--- config.mk ---
export PLATFORM = sky130hd
export DESIGN_NAME = onehot_decoder_seq_flat
export DESIGN_NICKNAME = d
export VERILOG_FILES = /design/src/rtl/onehot_decoder_pkg.sv /design/src/rtl/onehot_decoder_seq_if.sv /design/src/rtl/onehot_decoder_seq_dwell_timer.sv /design/src/rtl/onehot_decoder_seq.sv /design/src/flat_wrapper.sv
export SDC_FILE = /design/constraint.sdc
export NUM_CORES = 1
export LEC_CHECK = 0
export ABC_CLOCK_PERIOD_IN_PS = 880
export CAP_MARGIN = 5
export CORE_AREA = 2 2 39 41
export CTS_CLUSTER_DIAMETER = 80
export DETAILED_ROUTE_END_ITERATION = 10
export DIE_AREA = 0 0 41 43
export PLACE_DENSITY = 0.56
export RECOVER_POWER = 100
export SETUP_SLACK_MARGIN = 0.4
export SLEW_MARGIN = 20
export SYNTH_ARGS = -nofsm -noshare
export SYNTH_HDL_FRONTEND = slang
export SYNTH_SLANG_ARGS = --single-unit
--- constraint.sdc ---
create_clock -name clk -period 0.88 [get_ports clk]
set_clock_uncertainty 0.05 [all_clocks]
set_input_delay 0.176 -clock clk [delete_from_list [all_inputs] [get_ports clk]]
set_output_delay 0.176 -clock clk [all_outputs]
set_load 0.01 [all_outputs]
--- src/rtl/onehot_decoder_pkg.sv ---
// Shared types and helpers for the sequenced one-hot decoder.
// The scan mode is compiled in only when ONEHOT_DECODER_SCAN_EN is defined.
package onehot_decoder_pkg;

  localparam int MAX_SEL_W = 8;
  localparam int MAX_OUT_W = 1 << MAX_SEL_W;

  typedef enum logic [1:0] {
    IDLE = 2'd0,
    HOLD = 2'd1,
    SCAN = 2'd2
  } state_t;

  // Callers narrow the result to their own output width with a size cast.
  function automatic logic [MAX_OUT_W-1:0] onehot(input logic [MAX_SEL_W-1:0] idx);
    logic [MAX_OUT_W-1:0] one;
    one = 1;
    return one << idx;
  endfunction

endpackage

--- src/rtl/onehot_decoder_seq_if.sv ---
// Select/scan handshake bundle between a controller (master) and the decoder (slave).
// Widths must match the SEL_W/DWELL_W of the decoder instance it connects to.
interface onehot_decoder_seq_if #(
  parameter int SEL_W   = 2,
  parameter int DWELL_W = 4
);
  localparam int OUT_W = 2 ** SEL_W;

  logic               en;
  logic [SEL_W-1:0]   sel;
  logic               sel_valid;
  logic               sel_ready;
  logic               scan_start;
  logic               scan_stop;
  logic [DWELL_W-1:0] dwell;
  logic [OUT_W-1:0]   y;
  logic               y_valid;
  logic               scan_busy;
  logic               scan_wrap;

  modport master (
    output en, sel, sel_valid, scan_start, scan_stop, dwell,
    input  sel_ready, y, y_valid, scan_busy, scan_wrap
  );

  modport slave (
    input  en, sel, sel_valid, scan_start, scan_stop, dwell,
    output sel_ready, y, y_valid, scan_busy, scan_wrap
  );
endinterface

--- src/rtl/onehot_decoder_seq_dwell_timer.sv ---
// Down-counting dwell timer: expire fires on the last cycle of a dwell period.
// Used only when ONEHOT_DECODER_SCAN_EN is defined.
module dwell_timer #(
  parameter int DWELL_W = 4
) (
  input  logic               clk,
  input  logic               rst,
  input  logic               load,
  input  logic [DWELL_W-1:0] load_val,
  input  logic               run,
  output logic               expire
);

  logic [DWELL_W-1:0] cnt;

  assign expire = run && (cnt == '0);

  // Load wins over counting so a reload on expiry starts the next period cleanly.
  always_ff @(posedge clk) begin
    if (rst) begin
      cnt <= '0;
    end else if (load) begin
      cnt <= load_val;
    end else if (run && (cnt != '0)) begin
      cnt <= cnt - 1'b1;
    end
  end

endmodule

--- src/rtl/onehot_decoder_seq.sv ---
// Registered SEL_W-to-2**SEL_W one-hot decoder with valid/ready select and
// an optional auto-scan mode enabled by the ONEHOT_DECODER_SCAN_EN macro.
module onehot_decoder_seq
  import onehot_decoder_pkg::*;
#(
  parameter int SEL_W   = 2,
  parameter int DWELL_W = 4
) (
  input logic                 clk,
  input logic                 rst,
  onehot_decoder_seq_if.slave bus
);

  localparam int OUT_W = 2 ** SEL_W;

  state_t           state;
  logic [OUT_W-1:0] y_q;
  logic             y_valid_q;
  logic             accept;

  function automatic logic [OUT_W-1:0] decode(input logic [SEL_W-1:0] i);
    return OUT_W'(onehot(MAX_SEL_W'(i)));
  endfunction

  assign accept      = bus.sel_valid && bus.sel_ready;
  assign bus.y       = y_q;
  assign bus.y_valid = y_valid_q;

`ifdef ONEHOT_DECODER_SCAN_EN

  logic [SEL_W-1:0]   idx;
  logic [DWELL_W-1:0] dwell_q;
  logic               scan_busy_q;
  logic               scan_wrap_q;
  logic               in_scan;
  logic               start_go;
  logic               expire;

  assign in_scan       = (state == SCAN);
  assign start_go      = bus.en && !in_scan && bus.scan_start && !bus.scan_stop;
  assign bus.sel_ready = bus.en && !in_scan && !bus.scan_start;
  assign bus.scan_busy = scan_busy_q;
  assign bus.scan_wrap = scan_wrap_q;

  // The first period uses the live dwell input; later periods reuse the latched copy.
  dwell_timer #(
    .DWELL_W (DWELL_W)
  ) u_timer (
    .clk      (clk),
    .rst      (rst),
    .load     (start_go || expire),
    .load_val (in_scan ? dwell_q : bus.dwell),
    .run      (in_scan),
    .expire   (expire)
  );

  always_ff @(posedge clk) begin
    if (rst || !bus.en) begin
      state       <= IDLE;
      y_q         <= '0;
      y_valid_q   <= 1'b0;
      scan_busy_q <= 1'b0;
      scan_wrap_q <= 1'b0;
      idx         <= '0;
      if (rst) begin
        dwell_q <= '0;
      end
    end else begin
      case (state)
        SCAN: begin
          if (bus.scan_stop) begin
            state       <= IDLE;
            y_q         <= '0;
            y_valid_q   <= 1'b0;
            scan_busy_q <= 1'b0;
            scan_wrap_q <= 1'b0;
            idx         <= '0;
          end else if (expire) begin
            idx         <= idx + 1'b1;
            y_q         <= decode(idx + 1'b1);
            scan_wrap_q <= &idx;
          end else begin
            scan_wrap_q <= 1'b0;
          end
        end
        default: begin
          // A simultaneous stop cancels the start; sel_ready already blocks the accept.
          if (start_go) begin
            state       <= SCAN;
            idx         <= '0;
            y_q         <= decode('0);
            y_valid_q   <= 1'b1;
            scan_busy_q <= 1'b1;
            scan_wrap_q <= 1'b0;
            dwell_q     <= bus.dwell;
          end else if (accept) begin
            state     <= HOLD;
            y_q       <= decode(bus.sel);
            y_valid_q <= 1'b1;
          end
        end
      endcase
    end
  end

`else

  logic unused_scan_inputs;

  assign unused_scan_inputs = ^{bus.scan_start, bus.scan_stop, bus.dwell};
  assign bus.sel_ready      = bus.en;
  assign bus.scan_busy      = 1'b0;
  assign bus.scan_wrap      = 1'b0;

  always_ff @(posedge clk) begin
    if (rst || !bus.en) begin
      state     <= IDLE;
      y_q       <= '0;
      y_valid_q <= 1'b0;
    end else if (accept) begin
      state     <= HOLD;
      y_q       <= decode(bus.sel);
      y_valid_q <= 1'b1;
    end
  end

`endif

endmodule
--- src/flat_wrapper.sv ---
// flat-port wrapper written by rule: the top's interface ports become plain ports
module onehot_decoder_seq_flat import onehot_decoder_pkg::*;
#(
  parameter int SEL_W   = 2,
  parameter int DWELL_W = 4
)
  (clk, rst, bus_en, bus_sel, bus_sel_valid, bus_scan_start, bus_scan_stop, bus_dwell, bus_sel_ready, bus_y, bus_y_valid, bus_scan_busy, bus_scan_wrap);
  onehot_decoder_seq_if #(.SEL_W(SEL_W), .DWELL_W(DWELL_W)) bus_i ();
  input logic clk;
  input logic rst;
  input wire logic [$bits(bus_i.en)-1:0] bus_en;
  input wire logic [$bits(bus_i.sel)-1:0] bus_sel;
  input wire logic [$bits(bus_i.sel_valid)-1:0] bus_sel_valid;
  input wire logic [$bits(bus_i.scan_start)-1:0] bus_scan_start;
  input wire logic [$bits(bus_i.scan_stop)-1:0] bus_scan_stop;
  input wire logic [$bits(bus_i.dwell)-1:0] bus_dwell;
  output wire logic [$bits(bus_i.sel_ready)-1:0] bus_sel_ready;
  output wire logic [$bits(bus_i.y)-1:0] bus_y;
  output wire logic [$bits(bus_i.y_valid)-1:0] bus_y_valid;
  output wire logic [$bits(bus_i.scan_busy)-1:0] bus_scan_busy;
  output wire logic [$bits(bus_i.scan_wrap)-1:0] bus_scan_wrap;
  assign bus_i.en = bus_en;
  assign bus_i.sel = bus_sel;
  assign bus_i.sel_valid = bus_sel_valid;
  assign bus_i.scan_start = bus_scan_start;
  assign bus_i.scan_stop = bus_scan_stop;
  assign bus_i.dwell = bus_dwell;
  assign bus_sel_ready = bus_i.sel_ready;
  assign bus_y = bus_i.y;
  assign bus_y_valid = bus_i.y_valid;
  assign bus_scan_busy = bus_i.scan_busy;
  assign bus_scan_wrap = bus_i.scan_wrap;
  onehot_decoder_seq #(.SEL_W(SEL_W), .DWELL_W(DWELL_W)) u_core (.clk(clk), .rst(rst), .bus(bus_i));
endmodule
## Yosys cells after proc, flatten, opt, wreduce, memory -nomap -nowiden

Index checks and enable logic that the tools add are counted.

- Output and inout port bits: 8
- Flip-flop bits (word level): 5
- Word-level logic and storage cells: 6

- Reduce and logical (&&, ||, !) cells: 3
- Shift operators: 1

Operator list:

| cell | number |
|---|---|
| << shifter 1 x 2 -> 4 bit, first input constant | 1 |
| logical AND 1 bit | 1 |
| logical NOT 1 bit | 1 |
| logical OR 1 bit | 1 |

## Logic depth before layout (Yosys ltp)

Gate-level depths: netlist of the first run.

- Depth after elaboration: 2
- Mapped depth: 2

## Worst setup path before layout of the first run

Ideal clock, no wire load.

- Kind: in2reg
- Start: input port bus_sel[0]
- End: register u_core.y_q[0], in the netlist u_core.bus.y[0]
- Setup slack: 0.089 ns
- Library setup time: 0.066 ns
- Arrival: 0.675 ns
- Data required time: 0.764 ns
- Cell stages on the path: 2
- Buffers on the path: 0
- Path through: or3b_1 a21oi_2

- Word-level cells in the longest chain between the ends: 1

Ends and longest elaborated chain:

| item | RTL line | source |
|---|---|---|
| from (decl) | flat_wrapper.sv:12 | `input wire logic [$bits(bus_i.sel)-1:0] bus_sel;` |
| << shifter 1 x 2 -> 4 bit | onehot_decoder_pkg.sv:18 | `return one << idx;` |
| to (signal assigned) | onehot_decoder_seq.sv:122 | `y_q <= decode(bus.sel);` |
| to (decl) | onehot_decoder_seq.sv:17 | `logic [OUT_W-1:0] y_q;` |

Every way passes these cells.
A chain may end at the register's enable or synchronous reset.

## Worst setup path in the final report of the first run

- Start: register u_core.y_q[0], in the netlist u_core.bus.y[0]
- End: output port bus_y[0]

RTL lines:

| item | RTL line | source |
|---|---|---|
| to (decl) | flat_wrapper.sv:18 | `output wire logic [$bits(bus_i.y)-1:0] bus_y;` |

No word-level cell between the ends.

==> results by group, run 1 <==
Layout
  • Final nets: 55
  • Proportion of layout cells with a drive suffix above 1: 0.619
  • Most common cell after layout, fill and taps aside: buf_6
  • Most frequent cells in the layout: buf_6 (6), buf_4 (5), dfxtp_2 (5)
  • Synthesis-to-finish area growth: 89.1%
  • Antenna diode count: 0
  • Fill cell count: 161

Clocking
  • Later-pin clock latency in the skew report: 0.24 ns
  • CTS sink cnt: 5
  • Clk slew on worst S/H paths: 0.04 ns
  • Clk buf depth: 2
  • Clock H-tree levels: 1
  • TritonCTS Buffers: 3
  • CTS tree: yes
  • Clk root buf: clkbuf_4
  • Hold buffers post-CTS: 0

Setup path
  • CP delay by family, top: flip-flops
  • CP Data Required Time: 0.65 ns
  • Crit Path Category: flop to output pin
  • Crit-path max cell delay: 0.32 ns
  • Reg2Reg Setup Slack: 0.15 ns
  • Worst path slowest cell: dfxtp_2
  • CP Cell Sequence: buf_6
  • Worst path bufs/invs: 1
  • WP data arrival: 0.68 ns
  • RR Endpoint: u_core.bus.y[0]
  • Worst reg2reg startpoint: u_core.bus.y[0]
  • FF-to-FF path depth: 3
  • CP Launch Type: flop
  • Worst setup EP type: output pin
  • CP Max Fanout: 2

Timing
  • Fin worst setup slack: -0.0252 ns
  • RSZ-0062 raised after global routing: yes
  • F_max: 1.10 GHz
  • Final setup TNS: -0.101 ns
  • Final min period: 0.905 ns
  • Final setup viols: 5
  • Fin crit share: 1.03
  • Max Slew Vio Count: 0
  • Final Hold Viols: 0

Min path
  • Hold path startpoint: bus_sel[0]
  • Hold depth: 3
  • Hold Path Sink: u_core.bus.y[0]
  • Min-Delay Path Class: primary input to flop

Detailed routing
  • DRT Wirelength: 507 µm
  • WL/cell: 8.74 µm
  • Routed Antenna Nets: 0
  • DRT Pass-1 Iters: 1
  • DRC: 0
  • Initial DRC count: 0
  • Vias: 221
  • Drt via density: 3.81

Power and ir drop
  • Clock power frac: 0.457
  • IR drop worst, VDD: 0.000584 V
  • Sw frac: 0.234
  • Leak Pwr: 0.000180 µW
  • Combinational share of power: 0.149
  • Switch Pwr: 141 µW
  • Pwr dens: 1470 mW/mm²
  • Sequential power share: 0.394
  • Pint: 462 µW

GRT
  • Initial antenna violation count: 0
  • All-Layer GR Usage: 0.0744
  • Pin count of the biggest net entering global routing: 9
  • Most Crowded Layer GR: met1
  • GR met1 Demand/Resource: 0.100
  • Grt met3 use: 0.0471
  • First-pass GRT wire length: 786 µm
  • Met2 GRT Util: 0.0688
  • Number of global-route vias before repair: 182
  • Grt total ovfl: 0

Floorplan
  • Die Wd: 41 µm
  • Row count: 14
  • I/O pin count: 20
  • Die Ht: 43 µm
  • Initial Utilization: 0.157
  • Core region area: 0.00138 mm²
  • Die Area: 0.00176 mm²

Place
  • GPL Wtd Cong: 0.643
  • Buffers on Ports: 11
  • Dpl ws: -0.532 ns

Yosys
  • Synthesized area: 218 µm²
  • Synthesized instance count: 24
  • Warnings, synthesis: 0
  • Syn avg cell area: 9.07 µm²
  • Yosys top cell area share: 0.460
  • Yosys cell types: 10
  • Flops & latches, synth: 5
  • Synth area leaders: dfxtp_1 (46%), nand2b_1 (14%), buf_4 (10%), a21oi_1 (6.9%), nand3b_1 (6.9%)
  • Seq/Total Area, Yosys: 0.460
  • Area leader, netlist: dfxtp_1

Job
  • Max_cap viols: 0

Outcome
  • Violations in the final reports: negative setup slack
  • Status: finished with violations
## kinds of logic (layout without fill, tap and decap cells)
| group | count (synthesis) | after routing | share of synthesized area |
|---|---|---|---|
| AO/OA/AOI/OAI | 4 | 4 | 0.109 |
| AND/OR/NAND/NOR | 11 | 11 | 0.310 |
| buffers and inverters | 3 | 20 | 0.103 |
| other | 1 | 2 | 0.0172 |
| flip-flops | 5 | 5 | 0.460 |
## metrics by stage
| stage | cell area, µm² | utilization | total power [µW] | instances | hold slack, ns |
|---|---|---|---|---|---|
| floorplan | 230 | - | 278 | 25 | 0.247 |
| global placement | 357 | 0.258 | 324 | 52 | 0.392 |
| detailed placement | 357 | 0.258 | 324 | 52 | 0.394 |
| CTS | 397 | 0.287 | 612 | 56 | 0.137 |
| global route | 412 | 0.297 | 646 | 58 | 0.142 |
| finish | 412 | 0.297 | 604 | 58 | 0.144 |
## sequential cells by signal, indices dropped and copies added (netlist names)
signal,count
u_core.bus.y_valid,1
u_core.bus.y,4
## worst min-delay path, cell delays in order
cell and delay [ns]:
buf_6 0.07, or3b_4 0.11, a21oi_2 0.04
## area by class of cell
cell class,count,area (µm²),area share
clock buffers,4,26.3,0.0638
multi-input cells,17,116,0.283
flip-flops and latches,5,106,0.258
well taps,16,20.0,0.0486
repair buffers,16,143,0.347
## synthesized netlist by cell type
| library cell | n |
|---|---|
| buf_4 | 3 |
| nor2_1 | 2 |
| a21oi_2 | 1 |
| nand3_1 | 1 |
| a21oi_1 | 3 |
| nand3b_1 | 2 |
| dfxtp_1 | 5 |
| nand2b_1 | 5 |
| or3b_1 | 1 |
| conb_1 | 1 |
## metal layers
| metal | share of wire | vias up |
|---|---|---|
| li1 | - | 111 |
| met1 | 0.49 | 93 |
| met2 | 0.36 | 13 |
| met3 | 0.11 | 4 |
| met4 | 0.037 | 0 |
| met5 | 0 | - |
## how the worst max path moves through the flow
| stage | startpoint | endpoint | slack (ns) | cells past startpoint |
|---|---|---|---|---|
| 2_1_floorplan | bus_sel[1] | u_core.bus.y[0] | 0.11 | 2 |
| 3_3_place_gp | bus_en | bus_sel_ready | -0.53 | 2 |
| 3_5_place_dp | bus_en | bus_sel_ready | -0.53 | 2 |
| 4_1_cts | u_core.bus.y[0] | bus_y[0] | -0.03 | 1 |
| 5_1_grt | u_core.bus.y[0] | bus_y[0] | -0.05 | 1 |
| 6_report | u_core.bus.y[0] | bus_y[0] | -0.03 | 1 |
## repair_timing
action                     4_1_cts  5_1_grt
resized for setup               55        2
buffers inserted                 0        2
setup endpoints to repair       11       11
pin swaps                        2        1
cloned                           0        0
## power by group through the flow
stage	clock (µW)	combinational (µW)	sequential [µW]
after CTS	286	88.1	238
after floorplan	0	33.9	244
after global routing	310	97.9	238
after global placement	0	83.1	241
final	276	89.9	238
after detailed placement	0	82.8	241
Power figures use the tool's default switching activity.
==> run 2: changes to the inputs <==
--- a/config.mk
+++ b/config.mk
@@ -5,7 +5,7 @@
 export SDC_FILE = /design/constraint.sdc
 export NUM_CORES = 1
 export LEC_CHECK = 0
-export ABC_CLOCK_PERIOD_IN_PS = 880
+export ABC_CLOCK_PERIOD_IN_PS = 1100
 export CAP_MARGIN = 5
 export CORE_AREA = 2 2 39 41
 export CTS_CLUSTER_DIAMETER = 80
==> constraint.sdc (replaced) <==
create_clock -name clk -period 1.1 [get_ports clk]
set_clock_uncertainty 0.05 [all_clocks]
set_input_delay 0.22 -clock clk [delete_from_list [all_inputs] [get_ports clk]]
set_output_delay 0.22 -clock clk [all_outputs]
set_load 0.01 [all_outputs]
==> results by group, run 2 (synthesis gave the netlist of run 1 again) <==
Outcome
  • Status: complete, no violations (was finished with violations)

Place
  • Placement Cell Area: 359 µm² (was 357 µm²)
  • Dpl cells: 53 (was 52)
  • GPL Wtd Cong: 0.620 (was 0.643)
  • Buffers on Ports: 11 (unchanged)

Job
  • Max_cap viols: 0 (unchanged)

GRT
  • Grt total ovfl: 0 (unchanged)
  • All-Layer GR Usage: 0.0553 (was 0.0744)
  • Pin count of the biggest net entering global routing: 9 (unchanged)
  • Number of global-route vias before repair: 174 (was 182)
  • First-pass GRT wire length: 648 µm (was 786 µm)
  • Initial antenna violation count: 0 (unchanged)

Detailed routing
  • DRT Wirelength: 459 µm (was 507 µm)
  • DRT Pass-1 Iters: 4 (was 1)
  • Vias: 204 (was 221)
  • DRC: 0 (unchanged)
  • Drt via density: 3.58 (was 3.81)
  • WL/cell: 8.05 µm (was 8.74 µm)
  • Routed Antenna Nets: 0 (unchanged)
  • Initial DRC count: 4 (was 0)

Floorplan
  • I/O pin count: 20 (unchanged)
  • Core region area: 0.00138 mm² (unchanged)
  • Die Area: 0.00176 mm² (unchanged)
  • Die Wd: 41 µm (unchanged)
  • Die Ht: 43 µm (unchanged)
  • Row count: 14 (unchanged)
  • Initial Utilization: 0.157 (unchanged)

Timing
  • Final setup viols: 0 (was 5)
  • Max Slew Vio Count: 0 (unchanged)
  • Final min period: 0.985 ns
  • Final Hold Viols: 0 (unchanged)
  • RSZ-0062 raised after global routing: yes (unchanged)
  • Fin crit share: 0.895
  • F_max: 1.02 GHz

Min path
  • Hold depth: 3 (unchanged)
  • Hold Path Sink: u_core.bus.y[2] (was u_core.bus.y[0])
  • Min-Delay Path Class: primary input to flop (unchanged)
  • Hold path startpoint: bus_en (was bus_sel[0])

Setup path
  • CP Max Fanout: 2 (unchanged)
  • Crit-path max cell delay: 0.32 ns (about the same)
  • Worst setup EP type: output pin (unchanged)
  • CP Launch Type: flop (unchanged)
  • Worst reg2reg startpoint: u_core.bus.y[2] (was u_core.bus.y[0])
  • FF-to-FF path depth: 3 (unchanged)
  • CP Cell Sequence: clkbuf_1 (was buf_6)
  • WP data arrival: 0.71 ns (was 0.68 ns)
  • Worst path slowest cell: dfxtp_1 (was dfxtp_2)
  • Crit Path Category: flop to output pin (unchanged)
  • CP Data Required Time: 0.83 ns (was 0.65 ns)
  • Worst path bufs/invs: 1 (unchanged)
  • CP delay by family, top: flip-flops (unchanged)
  • RR Endpoint: u_core.bus.y[2] (was u_core.bus.y[0])
  • Reg2Reg Setup Slack: 0.38 ns (was 0.15 ns)

Layout
  • Final nets: 54 (was 55)
  • Design area: 364 µm² (was 412 µm²)
  • Most frequent cells in the layout: clkbuf_1 (5), dfxtp_1 (5), nand2b_1 (4), a21oi_1 (4), buf_4 (4) (was buf_6 (6), buf_4 (5), dfxtp_2 (5))
  • Largest register FFs: 4 (unchanged)
  • Proportion of layout cells with a drive suffix above 1: 0.366 (was 0.619)
  • Fill cell count: 163 (was 161)
  • Utilization after layout: 0.263 (was 0.297)
  • Antenna diode count: 0 (unchanged)
  • Final Non-Filler Cells: 57 (was 58)
  • Synthesis-to-finish area growth: 67.2% (was 89.1%)

Power and ir drop
  • Leak Pwr: 0.000153 µW (was 0.000180 µW)
  • Clock power frac: 0.453 (was 0.457)
  • Pwr dens: 1260 mW/mm² (was 1470 mW/mm²)
  • IR drop worst, VDD: 0.000432 V (was 0.000584 V)
  • Pint: 360 µW (was 462 µW)
  • Switch Pwr: 99.2 µW (was 141 µW)
  • Combinational share of power: 0.135 (was 0.149)
  • Sequential power share: 0.412 (was 0.394)
  • Sw frac: 0.216 (was 0.234)

Clocking
  • Later-pin clock latency in the skew report: 0.24 ns (about the same)
  • Hold buffers post-CTS: 0 (unchanged)
  • Clk slew on worst S/H paths: 0.04 ns (about the same)
  • Clk buf depth: 2 (unchanged)
  • CTS sink cnt: 5 (unchanged)
  • Clock H-tree levels: 1 (unchanged)
  • Clk root buf: clkbuf_4 (unchanged)
  • CTS tree: yes (unchanged)
  • Post-CTS Setup Bufs: 0 (unchanged)
  • TritonCTS Buffers: 3 (unchanged)
-- run 2: stage by stage --
| stage | power [µW] | setup WS (ns) | TNS (ns) | hold WS, ns |
|---|---|---|---|---|
| CTS | 477 | 0.151 | 0 | 0.192 |
| global route | 487 | 0.0714 | 0 | 0.197 |
| global placement | 259 | -0.398 | -0.925 | 0.411 |
| floorplan | 220 | 0.286 | 0 | 0.286 |
| finish | 459 | 0.115 | 0 | 0.193 |
| detailed placement | 259 | -0.404 | -0.980 | 0.410 |
-- run 2: worst max-delay path by stage --
| stage | startpoint | to | cells after the start |
|---|---|---|---|
| after global placement | bus_en | bus_sel_ready | 2 |
| after detailed placement | bus_en | bus_sel_ready | 2 |
| after global routing | u_core.bus.y_valid | bus_y_valid | 1 |
| after floorplan | bus_sel[1] | u_core.bus.y[0] | 2 |
| after CTS | u_core.bus.y_valid | bus_y_valid | 1 |
| final | u_core.bus.y[1] | bus_y[1] | 1 |
-- run 2: metal layers --
layer	wire length [µm]	global-route usage	vias to the layer above
met5	0	0	-
met4	0	0.0400	0
met1	234	0.0744	86
met2	179	0.0625	9
li1	-	-	109
met3	45	0.0314	0
-- run 2: worst register-to-register path, cell delays in order, from the launching register on --
cell and delay [ns]:
dfxtp_1 0.34, buf_4 0.11, nand2b_1 0.05, a21oi_1 0.11
-- run 2: final cells by class --
class                   instances  area [µm²]  area share
clock buffers                   4        26.3      0.0722
repair buffers                 15         113       0.309
flip-flops and latches          5         100       0.275
multi-input cells              17         105       0.289
well taps                      16        20.0      0.0550
-- run 2: power by group through the flow --
| stage | Sequential, µW | Combinational [µW] | Clock, µW |
|---|---|---|---|
| after CTS | 191 | 65.4 | 221 |
| final | 189 | 62.1 | 208 |
| after global placement | 192 | 67.2 | 0 |
| after detailed placement | 192 | 67.2 | 0 |
| after floorplan | 194 | 25.9 | 0 |
| after global routing | 189 | 67.9 | 229 |
-- run 2: what timing repair did --
item | 4_1_cts | 5_1_grt
pin swaps | 2 | 1
endpoints found under the setup margin | 11 | 8
endpoints found under the hold margin | 0 | 0
resized for setup | 52 | 8
